==> config.mk <==
export PLATFORM = sky130hd
export DESIGN_NAME = cg_memory_arbiter_flat
export DESIGN_NICKNAME = d
export VERILOG_FILES = /design/src/rtl/cg_memory_arbiter_if.sv /design/src/rtl/cg_memory_arbiter.sv /design/src/flat_wrapper.sv
export SDC_FILE = /design/constraint.sdc
export NUM_CORES = 1
export LEC_CHECK = 0
export CAP_MARGIN = 10
export CORE_AREA = 5 5 155 157
export CTS_CLUSTER_DIAMETER = 60
export CTS_CLUSTER_SIZE = 8
export DETAILED_ROUTE_END_ITERATION = 7
export DIE_AREA = 0 0 160 162
export REMOVE_ABC_BUFFERS = 1
export SYNTH_ARGS = -nofsm -noshare
export SYNTH_HDL_FRONTEND = slang
export SYNTH_SLANG_ARGS = --single-unit
==> constraint.sdc <==
create_clock -name clk -period 3.6 [get_ports clk]
set_input_delay 0.36 -clock clk [delete_from_list [all_inputs] [get_ports clk]]
set_output_delay 0.36 -clock clk [all_outputs]
set_load 0.02 [all_outputs]
==> src/rtl/cg_memory_arbiter_if.sv <==
// cg_memory_interface: simple valid/ready memory port with independent
// read-address, read-data and write channels.
//   to_memory   : view of a requester driving a memory
//   from_memory : view of a block acting as the memory for a requester
interface cg_memory_interface #(
    parameter int DATA_WIDTH = 32,
    parameter int ADDR_WIDTH = 32
);
    logic                  raddr_valid;
    logic                  raddr_ready;
    logic [ADDR_WIDTH-1:0] raddr;
    logic                  rdata_valid;
    logic                  rdata_ready;
    logic [DATA_WIDTH-1:0] rdata;
    logic                  wdata_valid;
    logic                  wdata_ready;
    logic                  wen;
    logic [ADDR_WIDTH-1:0] waddr;
    logic [DATA_WIDTH-1:0] wdata;

    modport to_memory (
        output raddr_valid, raddr, rdata_ready, wdata_valid, wen, waddr, wdata,
        input  raddr_ready, rdata_valid, rdata, wdata_ready
    );

    modport from_memory (
        input  raddr_valid, raddr, rdata_ready, wdata_valid, wen, waddr, wdata,
        output raddr_ready, rdata_valid, rdata, wdata_ready
    );
endinterface

==> src/rtl/cg_memory_arbiter.sv <==
// cg_memory_arbiter: shares one downstream memory port between two clients.
// Read-address and write channels are arbitrated independently, round-robin,
// with a grant lock that holds a stalled handshake on its owner. Read data
// returns in order and is steered by an ID FIFO recording who issued each read.
// Ports:
//   clk   - clock, all state on rising edge
//   rst_n - synchronous active-low reset
//   c0/c1 - client ports (arbiter acts as their memory)
//   mem   - shared downstream memory port
module cg_memory_arbiter #(
    parameter int DATA_WIDTH      = 32,
    parameter int ADDR_WIDTH      = 32,
    parameter int MAX_OUTSTANDING = 4
) (
    input  logic                         clk,
    input  logic                         rst_n,
    cg_memory_interface.from_memory      c0,
    cg_memory_interface.from_memory      c1,
    cg_memory_interface.to_memory        mem
);
    localparam int CNT_W = $clog2(MAX_OUTSTANDING + 1);
    localparam int PTR_W = (MAX_OUTSTANDING > 1) ? $clog2(MAX_OUTSTANDING) : 1;

    logic                       rd_prio_r, rd_lock_r, rd_owner_r;
    logic                       wr_prio_r, wr_lock_r, wr_owner_r;
    logic [MAX_OUTSTANDING-1:0] id_mem_r;
    logic [PTR_W-1:0]           rd_ptr_r, wr_ptr_r;
    logic [CNT_W-1:0]           count_r;

    logic                  rd_gnt_s, rd_req_s, rd_xfer_s, fifo_full_s, fifo_empty_s;
    logic                  head_id_s, pop_s;
    logic                  wr_gnt_s, wr_req_s, wr_xfer_s;
    logic [ADDR_WIDTH-1:0] rd_addr_s, wr_addr_s;
    logic [DATA_WIDTH-1:0] wr_data_s, rd_data_s;

    function automatic logic [PTR_W-1:0] next_ptr(input logic [PTR_W-1:0] ptr);
        if (ptr == PTR_W'(MAX_OUTSTANDING - 1)) begin
            return '0;
        end else begin
            return ptr + 1'b1;
        end
    endfunction

    assign fifo_full_s  = (count_r == CNT_W'(MAX_OUTSTANDING));
    assign fifo_empty_s = (count_r == '0);
    assign head_id_s    = id_mem_r[rd_ptr_r];

    // Read-address grant: a held lock wins, else single requester, else priority.
    always_comb begin
        rd_gnt_s = 1'b0;
        if (rd_lock_r) begin
            rd_gnt_s = rd_owner_r;
        end else if (c0.raddr_valid && c1.raddr_valid) begin
            rd_gnt_s = rd_prio_r;
        end else if (c1.raddr_valid) begin
            rd_gnt_s = 1'b1;
        end else begin
            rd_gnt_s = 1'b0;
        end
    end

    // Read-address mux; a full FIFO hides the request so no lock forms.
    always_comb begin
        rd_addr_s = rd_gnt_s ? c1.raddr : c0.raddr;
        rd_req_s  = (rd_gnt_s ? c1.raddr_valid : c0.raddr_valid) && !fifo_full_s;
        rd_xfer_s = rd_req_s && mem.raddr_ready;
    end

    assign mem.raddr_valid = rd_req_s;
    assign mem.raddr       = rd_addr_s;
    assign c0.raddr_ready  = !rd_gnt_s && mem.raddr_ready && !fifo_full_s;
    assign c1.raddr_ready  =  rd_gnt_s && mem.raddr_ready && !fifo_full_s;

    // Read data steering: only the FIFO head client sees valid.
    always_comb begin
        rd_data_s = mem.rdata;
        pop_s     = 1'b0;
        if (fifo_empty_s) begin
            pop_s = 1'b0;
        end else begin
            pop_s = mem.rdata_valid && (head_id_s ? c1.rdata_ready : c0.rdata_ready);
        end
    end

    assign c0.rdata        = rd_data_s;
    assign c1.rdata        = rd_data_s;
    assign c0.rdata_valid  = !fifo_empty_s && !head_id_s && mem.rdata_valid;
    assign c1.rdata_valid  = !fifo_empty_s &&  head_id_s && mem.rdata_valid;
    assign mem.rdata_ready = !fifo_empty_s && (head_id_s ? c1.rdata_ready : c0.rdata_ready);

    // Write grant, same lock / round-robin scheme as reads.
    always_comb begin
        wr_gnt_s = 1'b0;
        if (wr_lock_r) begin
            wr_gnt_s = wr_owner_r;
        end else if (c0.wdata_valid && c1.wdata_valid) begin
            wr_gnt_s = wr_prio_r;
        end else if (c1.wdata_valid) begin
            wr_gnt_s = 1'b1;
        end else begin
            wr_gnt_s = 1'b0;
        end
    end

    // Write channel mux.
    always_comb begin
        wr_req_s  = wr_gnt_s ? c1.wdata_valid : c0.wdata_valid;
        wr_addr_s = wr_gnt_s ? c1.waddr : c0.waddr;
        wr_data_s = wr_gnt_s ? c1.wdata : c0.wdata;
        wr_xfer_s = wr_req_s && mem.wdata_ready;
    end

    assign mem.wdata_valid = wr_req_s;
    assign mem.wen         = wr_gnt_s ? c1.wen : c0.wen;
    assign mem.waddr       = wr_addr_s;
    assign mem.wdata       = wr_data_s;
    assign c0.wdata_ready  = !wr_gnt_s && mem.wdata_ready;
    assign c1.wdata_ready  =  wr_gnt_s && mem.wdata_ready;

    // Priorities, grant locks, and FIFO pointers/count.
    always_ff @(posedge clk) begin
        if (!rst_n) begin
            rd_prio_r  <= 1'b0;
            rd_lock_r  <= 1'b0;
            rd_owner_r <= 1'b0;
            wr_prio_r  <= 1'b0;
            wr_lock_r  <= 1'b0;
            wr_owner_r <= 1'b0;
            rd_ptr_r   <= '0;
            wr_ptr_r   <= '0;
            count_r    <= '0;
        end else begin
            if (rd_xfer_s) begin
                rd_lock_r <= 1'b0;
                rd_prio_r <= ~rd_gnt_s;
            end else if (rd_req_s) begin
                rd_lock_r  <= 1'b1;
                rd_owner_r <= rd_gnt_s;
            end
            if (wr_xfer_s) begin
                wr_lock_r <= 1'b0;
                wr_prio_r <= ~wr_gnt_s;
            end else if (wr_req_s) begin
                wr_lock_r  <= 1'b1;
                wr_owner_r <= wr_gnt_s;
            end
            if (rd_xfer_s) begin
                wr_ptr_r <= next_ptr(wr_ptr_r);
            end
            if (pop_s) begin
                rd_ptr_r <= next_ptr(rd_ptr_r);
            end
            case ({rd_xfer_s, pop_s})
                2'b10:   count_r <= count_r + 1'b1;
                2'b01:   count_r <= count_r - 1'b1;
                default: count_r <= count_r;
            endcase
        end
    end

    // ID storage; entries beyond count are don't-care, so no reset needed.
    always_ff @(posedge clk) begin
        if (rd_xfer_s) begin
            id_mem_r[wr_ptr_r] <= rd_gnt_s;
        end
    end
endmodule

==> src/flat_wrapper.sv <==
// flat-port wrapper written by rule: the top's interface ports become plain ports
module cg_memory_arbiter_flat 
#(
    parameter int DATA_WIDTH      = 32,
    parameter int ADDR_WIDTH      = 32,
    parameter int MAX_OUTSTANDING = 4
)
  (clk, rst_n, c0_raddr_valid, c0_raddr, c0_rdata_ready, c0_wdata_valid, c0_wen, c0_waddr, c0_wdata, c0_raddr_ready, c0_rdata_valid, c0_rdata, c0_wdata_ready, c1_raddr_valid, c1_raddr, c1_rdata_ready, c1_wdata_valid, c1_wen, c1_waddr, c1_wdata, c1_raddr_ready, c1_rdata_valid, c1_rdata, c1_wdata_ready, mem_raddr_valid, mem_raddr, mem_rdata_ready, mem_wdata_valid, mem_wen, mem_waddr, mem_wdata, mem_raddr_ready, mem_rdata_valid, mem_rdata, mem_wdata_ready);
  cg_memory_interface #(.DATA_WIDTH(DATA_WIDTH), .ADDR_WIDTH(ADDR_WIDTH)) c0_i ();
  cg_memory_interface #(.DATA_WIDTH(DATA_WIDTH), .ADDR_WIDTH(ADDR_WIDTH)) c1_i ();
  cg_memory_interface #(.DATA_WIDTH(DATA_WIDTH), .ADDR_WIDTH(ADDR_WIDTH)) mem_i ();
  input  logic clk;
  input  logic rst_n;
  input wire logic [$bits(c0_i.raddr_valid)-1:0] c0_raddr_valid;
  input wire logic [$bits(c0_i.raddr)-1:0] c0_raddr;
  input wire logic [$bits(c0_i.rdata_ready)-1:0] c0_rdata_ready;
  input wire logic [$bits(c0_i.wdata_valid)-1:0] c0_wdata_valid;
  input wire logic [$bits(c0_i.wen)-1:0] c0_wen;
  input wire logic [$bits(c0_i.waddr)-1:0] c0_waddr;
  input wire logic [$bits(c0_i.wdata)-1:0] c0_wdata;
  output wire logic [$bits(c0_i.raddr_ready)-1:0] c0_raddr_ready;
  output wire logic [$bits(c0_i.rdata_valid)-1:0] c0_rdata_valid;
  output wire logic [$bits(c0_i.rdata)-1:0] c0_rdata;
  output wire logic [$bits(c0_i.wdata_ready)-1:0] c0_wdata_ready;
  input wire logic [$bits(c1_i.raddr_valid)-1:0] c1_raddr_valid;
  input wire logic [$bits(c1_i.raddr)-1:0] c1_raddr;
  input wire logic [$bits(c1_i.rdata_ready)-1:0] c1_rdata_ready;
  input wire logic [$bits(c1_i.wdata_valid)-1:0] c1_wdata_valid;
  input wire logic [$bits(c1_i.wen)-1:0] c1_wen;
  input wire logic [$bits(c1_i.waddr)-1:0] c1_waddr;
  input wire logic [$bits(c1_i.wdata)-1:0] c1_wdata;
  output wire logic [$bits(c1_i.raddr_ready)-1:0] c1_raddr_ready;
  output wire logic [$bits(c1_i.rdata_valid)-1:0] c1_rdata_valid;
  output wire logic [$bits(c1_i.rdata)-1:0] c1_rdata;
  output wire logic [$bits(c1_i.wdata_ready)-1:0] c1_wdata_ready;
  output wire logic [$bits(mem_i.raddr_valid)-1:0] mem_raddr_valid;
  output wire logic [$bits(mem_i.raddr)-1:0] mem_raddr;
  output wire logic [$bits(mem_i.rdata_ready)-1:0] mem_rdata_ready;
  output wire logic [$bits(mem_i.wdata_valid)-1:0] mem_wdata_valid;
  output wire logic [$bits(mem_i.wen)-1:0] mem_wen;
  output wire logic [$bits(mem_i.waddr)-1:0] mem_waddr;
  output wire logic [$bits(mem_i.wdata)-1:0] mem_wdata;
  input wire logic [$bits(mem_i.raddr_ready)-1:0] mem_raddr_ready;
  input wire logic [$bits(mem_i.rdata_valid)-1:0] mem_rdata_valid;
  input wire logic [$bits(mem_i.rdata)-1:0] mem_rdata;
  input wire logic [$bits(mem_i.wdata_ready)-1:0] mem_wdata_ready;
  assign c0_i.raddr_valid = c0_raddr_valid;
  assign c0_i.raddr = c0_raddr;
  assign c0_i.rdata_ready = c0_rdata_ready;
  assign c0_i.wdata_valid = c0_wdata_valid;
  assign c0_i.wen = c0_wen;
  assign c0_i.waddr = c0_waddr;
  assign c0_i.wdata = c0_wdata;
  assign c0_raddr_ready = c0_i.raddr_ready;
  assign c0_rdata_valid = c0_i.rdata_valid;
  assign c0_rdata = c0_i.rdata;
  assign c0_wdata_ready = c0_i.wdata_ready;
  assign c1_i.raddr_valid = c1_raddr_valid;
  assign c1_i.raddr = c1_raddr;
  assign c1_i.rdata_ready = c1_rdata_ready;
  assign c1_i.wdata_valid = c1_wdata_valid;
  assign c1_i.wen = c1_wen;
  assign c1_i.waddr = c1_waddr;
  assign c1_i.wdata = c1_wdata;
  assign c1_raddr_ready = c1_i.raddr_ready;
  assign c1_rdata_valid = c1_i.rdata_valid;
  assign c1_rdata = c1_i.rdata;
  assign c1_wdata_ready = c1_i.wdata_ready;
  assign mem_raddr_valid = mem_i.raddr_valid;
  assign mem_raddr = mem_i.raddr;
  assign mem_rdata_ready = mem_i.rdata_ready;
  assign mem_wdata_valid = mem_i.wdata_valid;
  assign mem_wen = mem_i.wen;
  assign mem_waddr = mem_i.waddr;
  assign mem_wdata = mem_i.wdata;
  assign mem_i.raddr_ready = mem_raddr_ready;
  assign mem_i.rdata_valid = mem_rdata_valid;
  assign mem_i.rdata = mem_rdata;
  assign mem_i.wdata_ready = mem_wdata_ready;
  cg_memory_arbiter #(.DATA_WIDTH(DATA_WIDTH), .ADDR_WIDTH(ADDR_WIDTH), .MAX_OUTSTANDING(MAX_OUTSTANDING)) u_core (.clk(clk), .rst_n(rst_n), .c0(c0_i), .c1(c1_i), .mem(mem_i));
endmodule
== Yosys cells after proc, flatten, opt, wreduce, memory -nomap -nowiden ==
Index checks and enable logic that the tools add are counted.
Word-level totals
  input port bits: 237
  word-level logic and storage cells: 78
  register bits: 17
Cells by class
  reduce and logical (&&, ||, !) cells: 29
  bitwise gates (word level): 5
  mux-type cells: 22
  $add $sub $neg: 4
  equality and inequality tests: 5
  order comparisons: 3
Operators with widths (count)
  2-to-1 mux 32 bit: 3
  logical AND 1 bit: 18
  2-to-1 mux 1 bit: 13
  == test 2 bit (second input constant): 3
  < comparator 2 x 3 -> 1 bit (second input constant): 2
  one-hot mux 3 bit (2 select lines): 1
  zero test 1 bit: 5
  NOT 1 bit: 5
  adder 2 x 1 -> 2 bit (second input constant): 2
  bitwise mux 4 bit: 1
  2-to-1 mux 2 bit: 2
  AND reduction 2 bit: 2
  OR reduction 2 bit: 2
  adder 3 x 1 -> 3 bit (second input constant): 1
  == test 3 bit (second input constant): 1
  zero test 3 bit: 1
  subtractor 3 x 1 -> 3 bit (second input constant): 1
  binary-select mux 1 bit (select 2 bit): 1
  demux 1 bit (select 2 bit): 1
  == test 2 x 1 -> 1 bit (second input constant): 1
  >= comparator 2 x 1 -> 1 bit (second input constant): 1
  nonzero test 2 bit: 1

== Depth between registers and ports, before layout ==
  depth after elaboration: 8
  mapped depth: 9
  gate-level depth less buffers: 9

== Least setup slack after synthesis ==
Ideal clock, no wire load.
  path type: flip-flop to flip-flop
  from: register u_core.rd_ptr_r[0]
  to: register u_core.count_r[2]
  path slack: 1.019 ns
  required time: 3.524 ns
  cell stages (with the launch flop): 9
  period minus slack after synthesis: 2.581 ns
  arrival: 2.505 ns
  cell sequence: dfxtp_1 > mux4_1 > mux2i_1 > ha_1 > inv_1 > fa_1 > xor2_1 > or3_1 > a21boi_0
On the way
  word-level cells in the longest chain between the ends: 7
  elaborated cells on any way between the ends: 9
Ends and longest elaborated chain
  from (decl): line cg_memory_arbiter.sv:27  | logic [PTR_W-1:0] rd_ptr_r, wr_ptr_r;
  from (signal assigned): line cg_memory_arbiter.sv:151  | rd_ptr_r <= next_ptr(rd_ptr_r);
  binary-select mux 1 bit (select 2 bit) *: line cg_memory_arbiter.sv:46  | assign head_id_s = id_mem_r[rd_ptr_r];
  2-to-1 mux 1 bit (implied by the code) *: line cg_memory_arbiter.sv:46
  2-to-1 mux 1 bit *: line cg_memory_arbiter.sv:81  | pop_s = mem.rdata_valid && (head_id_s ? c1.rdata_ready : c0.rdata_ready);
  logical AND 1 bit *: line cg_memory_arbiter.sv:81
  2-to-1 mux 1 bit *: line cg_memory_arbiter.sv:78  | if (fifo_empty_s) begin
  net u_core.pop_s: line cg_memory_arbiter.sv:31  | logic head_id_s, pop_s;
  == test 2 x 1 -> 1 bit or == test 2 bit (tied branches): line cg_memory_arbiter.sv:153  | case ({rd_xfer_s, pop_s})
  one-hot mux 3 bit (2 select lines) or nonzero test 2 bit (tied branches)
  to (signal assigned): line cg_memory_arbiter.sv:154  | 2'b10: count_r <= count_r + 1'b1;
  to (signal assigned): line cg_memory_arbiter.sv:155  | 2'b01: count_r <= count_r - 1'b1;
  to (signal assigned): line cg_memory_arbiter.sv:156  | default: count_r <= count_r;
  to (decl): line cg_memory_arbiter.sv:28  | logic [CNT_W-1:0] count_r;
Mark *: on every way through the listed nets, which the timed path passes. The rest lies on a longest branch. The select of a mux whose other input is x is not followed.
A chain may end at the register's enable or synchronous reset.

== Worst setup path in the final report ==
  from: input c0_wdata_valid
  to: output mem_wdata[14]
On the way
  word-level cells in the longest chain between the ends: 4
Ends and longest elaborated chain
  from (decl): line flat_wrapper.sv:17  | input wire logic [$bits(c0_i.wdata_valid)-1:0] c0_wdata_valid;
  logical AND 1 bit: line cg_memory_arbiter.sv:96  | end else if (c0.wdata_valid && c1.wdata_valid) begin
  2-to-1 mux 1 bit: line cg_memory_arbiter.sv:96
  2-to-1 mux 1 bit: line cg_memory_arbiter.sv:94  | if (wr_lock_r) begin
  2-to-1 mux 32 bit: line cg_memory_arbiter.sv:109  | wr_data_s = wr_gnt_s ? c1.wdata : c0.wdata;
  to (decl): line flat_wrapper.sv:42  | output wire logic [$bits(mem_i.wdata)-1:0] mem_wdata;
Every way passes these cells.

==> run metrics <==
Final Hold Viols 0; first-pass GRT wire length 25.34 mm; fin crit share 82.65%; CTS buffer count 3; Die Y-Extent 162 um; placed inst area 5624 sq um; # rows 55; footprint of the multi-input gates 1697 sq um; synthesized instance count 280; Setup TNS 0 ps; crit start category primary input; Layout area overhead 115.7%; Worst-Margin Slew 825.0 ps; Post-Place Worst Slack 573.7 ps; GRT Util Overall 13.82%; CP cell instances clkdlybuf4s50_1 -> inv_1 -> o21ai_0 -> o21ai_4 -> buf_12 -> mux2_2 -> clkdlybuf4s50_1; initial antenna violation count 1; Setup CP Type in2out; CP Data Required Time 3240 ps; Final Max Slew Viols 0; drt first pass iters 4; Die Area 25920 sq um; placed wire-length estimate 17.68 mm; Worst IR Drop VDD 0.0001426 V; number of global-route vias before repair 3243; CTS sink count 17; post-layout minimum cycle time 2975 ps; slowest stage cell, crit path clkdlybuf4s50_1; Max FO, Critical Path 67; FMAX 336.1 MHz; register area 380.4 sq um; die width 160 um; post-route worst setup slack 624.6 ps; sequential share of the synthesized area 14.38%; Clock Path Buffers 2; Rel. slew slack 44.88%; Clk Tree Root Cell clkbuf_16; largest net degree at the start of global routing 68; port buffer count 310; Boundary Pins 407; Resized cells post-CTS 0; GPL Wtd Cong 1.088; clock slew at reported path FFs 50 ps; P_leak 2.033 nW; flops & latches, synth 17; Yosys top cell area share 41.30%; fillcell total 2386; max-cap viol count 0; final setup violation count 0; wire length after detailed routing 19.53 mm; Avg Inst Size Synth 9.447 sq um; Final Non-Filler Cells 808; vias per cell 3.717; Synth area leaders mux2_2, buf_4, dfxtp_1; CTS tree built; fin area 5704 sq um; Worst-Skew Late Latency 250 ps; total congestion overflow 0; core footprint 22370 sq um; Unique masters post-synth 34; via count 3003; number of diodes 0; hold buffers post-CTS 0; pwr/cell area 248.9 nW/um^2; RSZ-0062 raised after global routing false; Worst Skew 3.091 ps; Hold Path Class reg2reg; Residual DRC 0; Synth Cell Area 2645 sq um; Iteration-0 DRC Markers 124; crit path DAT 2620 ps; worst path bufs/invs 4; cell taking the most area after synthesis mux2_2; CP top delay family buffers and inverters; H-tree levels 1; post-placement cell count 804; WL/cell 24.17 um; Top cell by count, worst path clkdlybuf4s50_1; status completed; crit end category primary output; Starting Density 11.83%; share of layout cells above drive strength 1 21.41%; yosys warns 0; Post CTS Setup Buffer Count 0; Critical Path Max Stage Delay 600 ps; Routed Antenna Nets 0; layout net count 768
==> metal layers <==
layer | GRT usage [%] | vias to the layer above | share of wire, %
met5 | 4.167 | - | 0.53
met3 | 12.51 | 9 | 19
met4 | 1.173 | 2 | 0.41
met1 | 15.34 | 1380 | 38
met2 | 20.13 | 212 | 42
li1 | - | 1400 | -
==> power breakdown <==
group | switching [mW] | total [mW] | internal, mW | leakage [nW]
registers | 0.0224 | 0.238 | 0.216 | 0.144
clock network | 0.0793 | 0.228 | 0.149 | 0.0409
logic | 0.403 | 0.954 | 0.551 | 1.85
total | 0.504 | 1.42 | 0.916 | 2.03
==> Yosys cell counts, drive strengths merged <==
cell     instances
mux2            97
buf             74
dfxtp           13
inv             12
nor2            10
and2             9
o21ai            8
mux2i            7
nand2            7
ha               6
nor2b            6
edfxtp           4
a21oi            3
nand3            3
nand2b           2
nor3             2
nor3b            2
o311ai           2
a2111oi          1
a211oi           1
a21boi           1
a31oi            1
a41o             1
clkbuf           1
fa               1
mux4             1
o31ai            1
o32a             1
or3              1
xnor2            1
xor2             1
==> flip-flops by register name, indices dropped and copies added, names as in the netlist <==
register	cells
u_core.count_r	3
u_core.id_mem_r	4
u_core.rd_lock_r	1
u_core.rd_owner_r	1
u_core.rd_prio_r	1
u_core.rd_ptr_r	2
u_core.wr_lock_r	1
u_core.wr_owner_r	1
u_core.wr_prio_r	1
u_core.wr_ptr_r	2
==> worst min-delay path, cell delays in order, from the launching register on <==
cell	delay, ps
dfxtp_1	320
nand2_1	60
o21ai_0	60
==> area by class of cell <==
type                    count  share of cell area [%]
repair buffers            314                   55.14
multi-input cells         176                   29.74
flip-flops and latches     17                   6.668
well taps                 285                   6.251
clock buffers               3                   1.316
inverters                  12                  0.7896
clock inverters             1                 0.08774
==> kinds of logic after synthesis <==
family | share of synthesized area, %
AND/OR/NAND/NOR | 8.373
XOR/XNOR | 0.6624
adder cells (fa/ha/maj) | 3.595
AO/OA/AOI/OAI | 6.150
flip-flops | 14.38
multiplexers | 44.94
buffers and inverters | 21.90
==> metrics by stage <==
| stage | power [mW] | utilization [%] | hold slack (ps) |
|---|---|---|---|
| finish | 1.420 | 25.50 | 485.5 |
| global route | 1.500 | 25.50 | 535.7 |
| CTS | 1.445 | 25.50 | 498.3 |
| detailed placement | 1.199 | 25.15 | 490.8 |
| global placement | 1.201 | 25.15 | 469.4 |
| floorplan | 0.6580 | - | 455.2 |
==> path summary, 6_finish.rpt <==
| check | slack (ps) | endpoint | start | cells after the start |
|---|---|---|---|---|
| worst max-delay path | 620 | mem_wdata[14] | c0_wdata_valid | 7 |
| worst min register to register | 490 | u_core.rd_ptr_r[1] | u_core.rd_ptr_r[1] | 2 |
| worst min-delay path | 490 | u_core.rd_ptr_r[1] | u_core.rd_ptr_r[1] | 2 |
| worst max register to register | 770 | u_core.count_r[2] | u_core.rd_ptr_r[0] | 8 |
==> layout by cell type (no fill, tap or decap) <==
cell type,count
clkinv_2,1
a21boi_0,1
a31oi_1,1
and2_2,4
nor3_1,2
nor2b_1,6
mux2_2,97
a41o_1,1
o21ai_4,1
nand2b_1,2
o31ai_4,1
dfxtp_1,13
inv_1,12
nand3_1,3
xor2_1,1
nand2_1,7
a21oi_1,3
a211oi_1,1
buf_4,3
o311ai_0,2
fa_1,1
a2111oi_4,1
mux4_1,1
nor3b_1,2
nor2_1,10
o21ai_0,7
buf_12,1
edfxtp_1,4
ha_1,6
clkdlybuf4s50_1,310
or3_1,1
mux2i_1,7
o32a_1,1
xnor2_1,1
clkbuf_16,3
and2_1,5
Power figures use the tool's default switching activity.
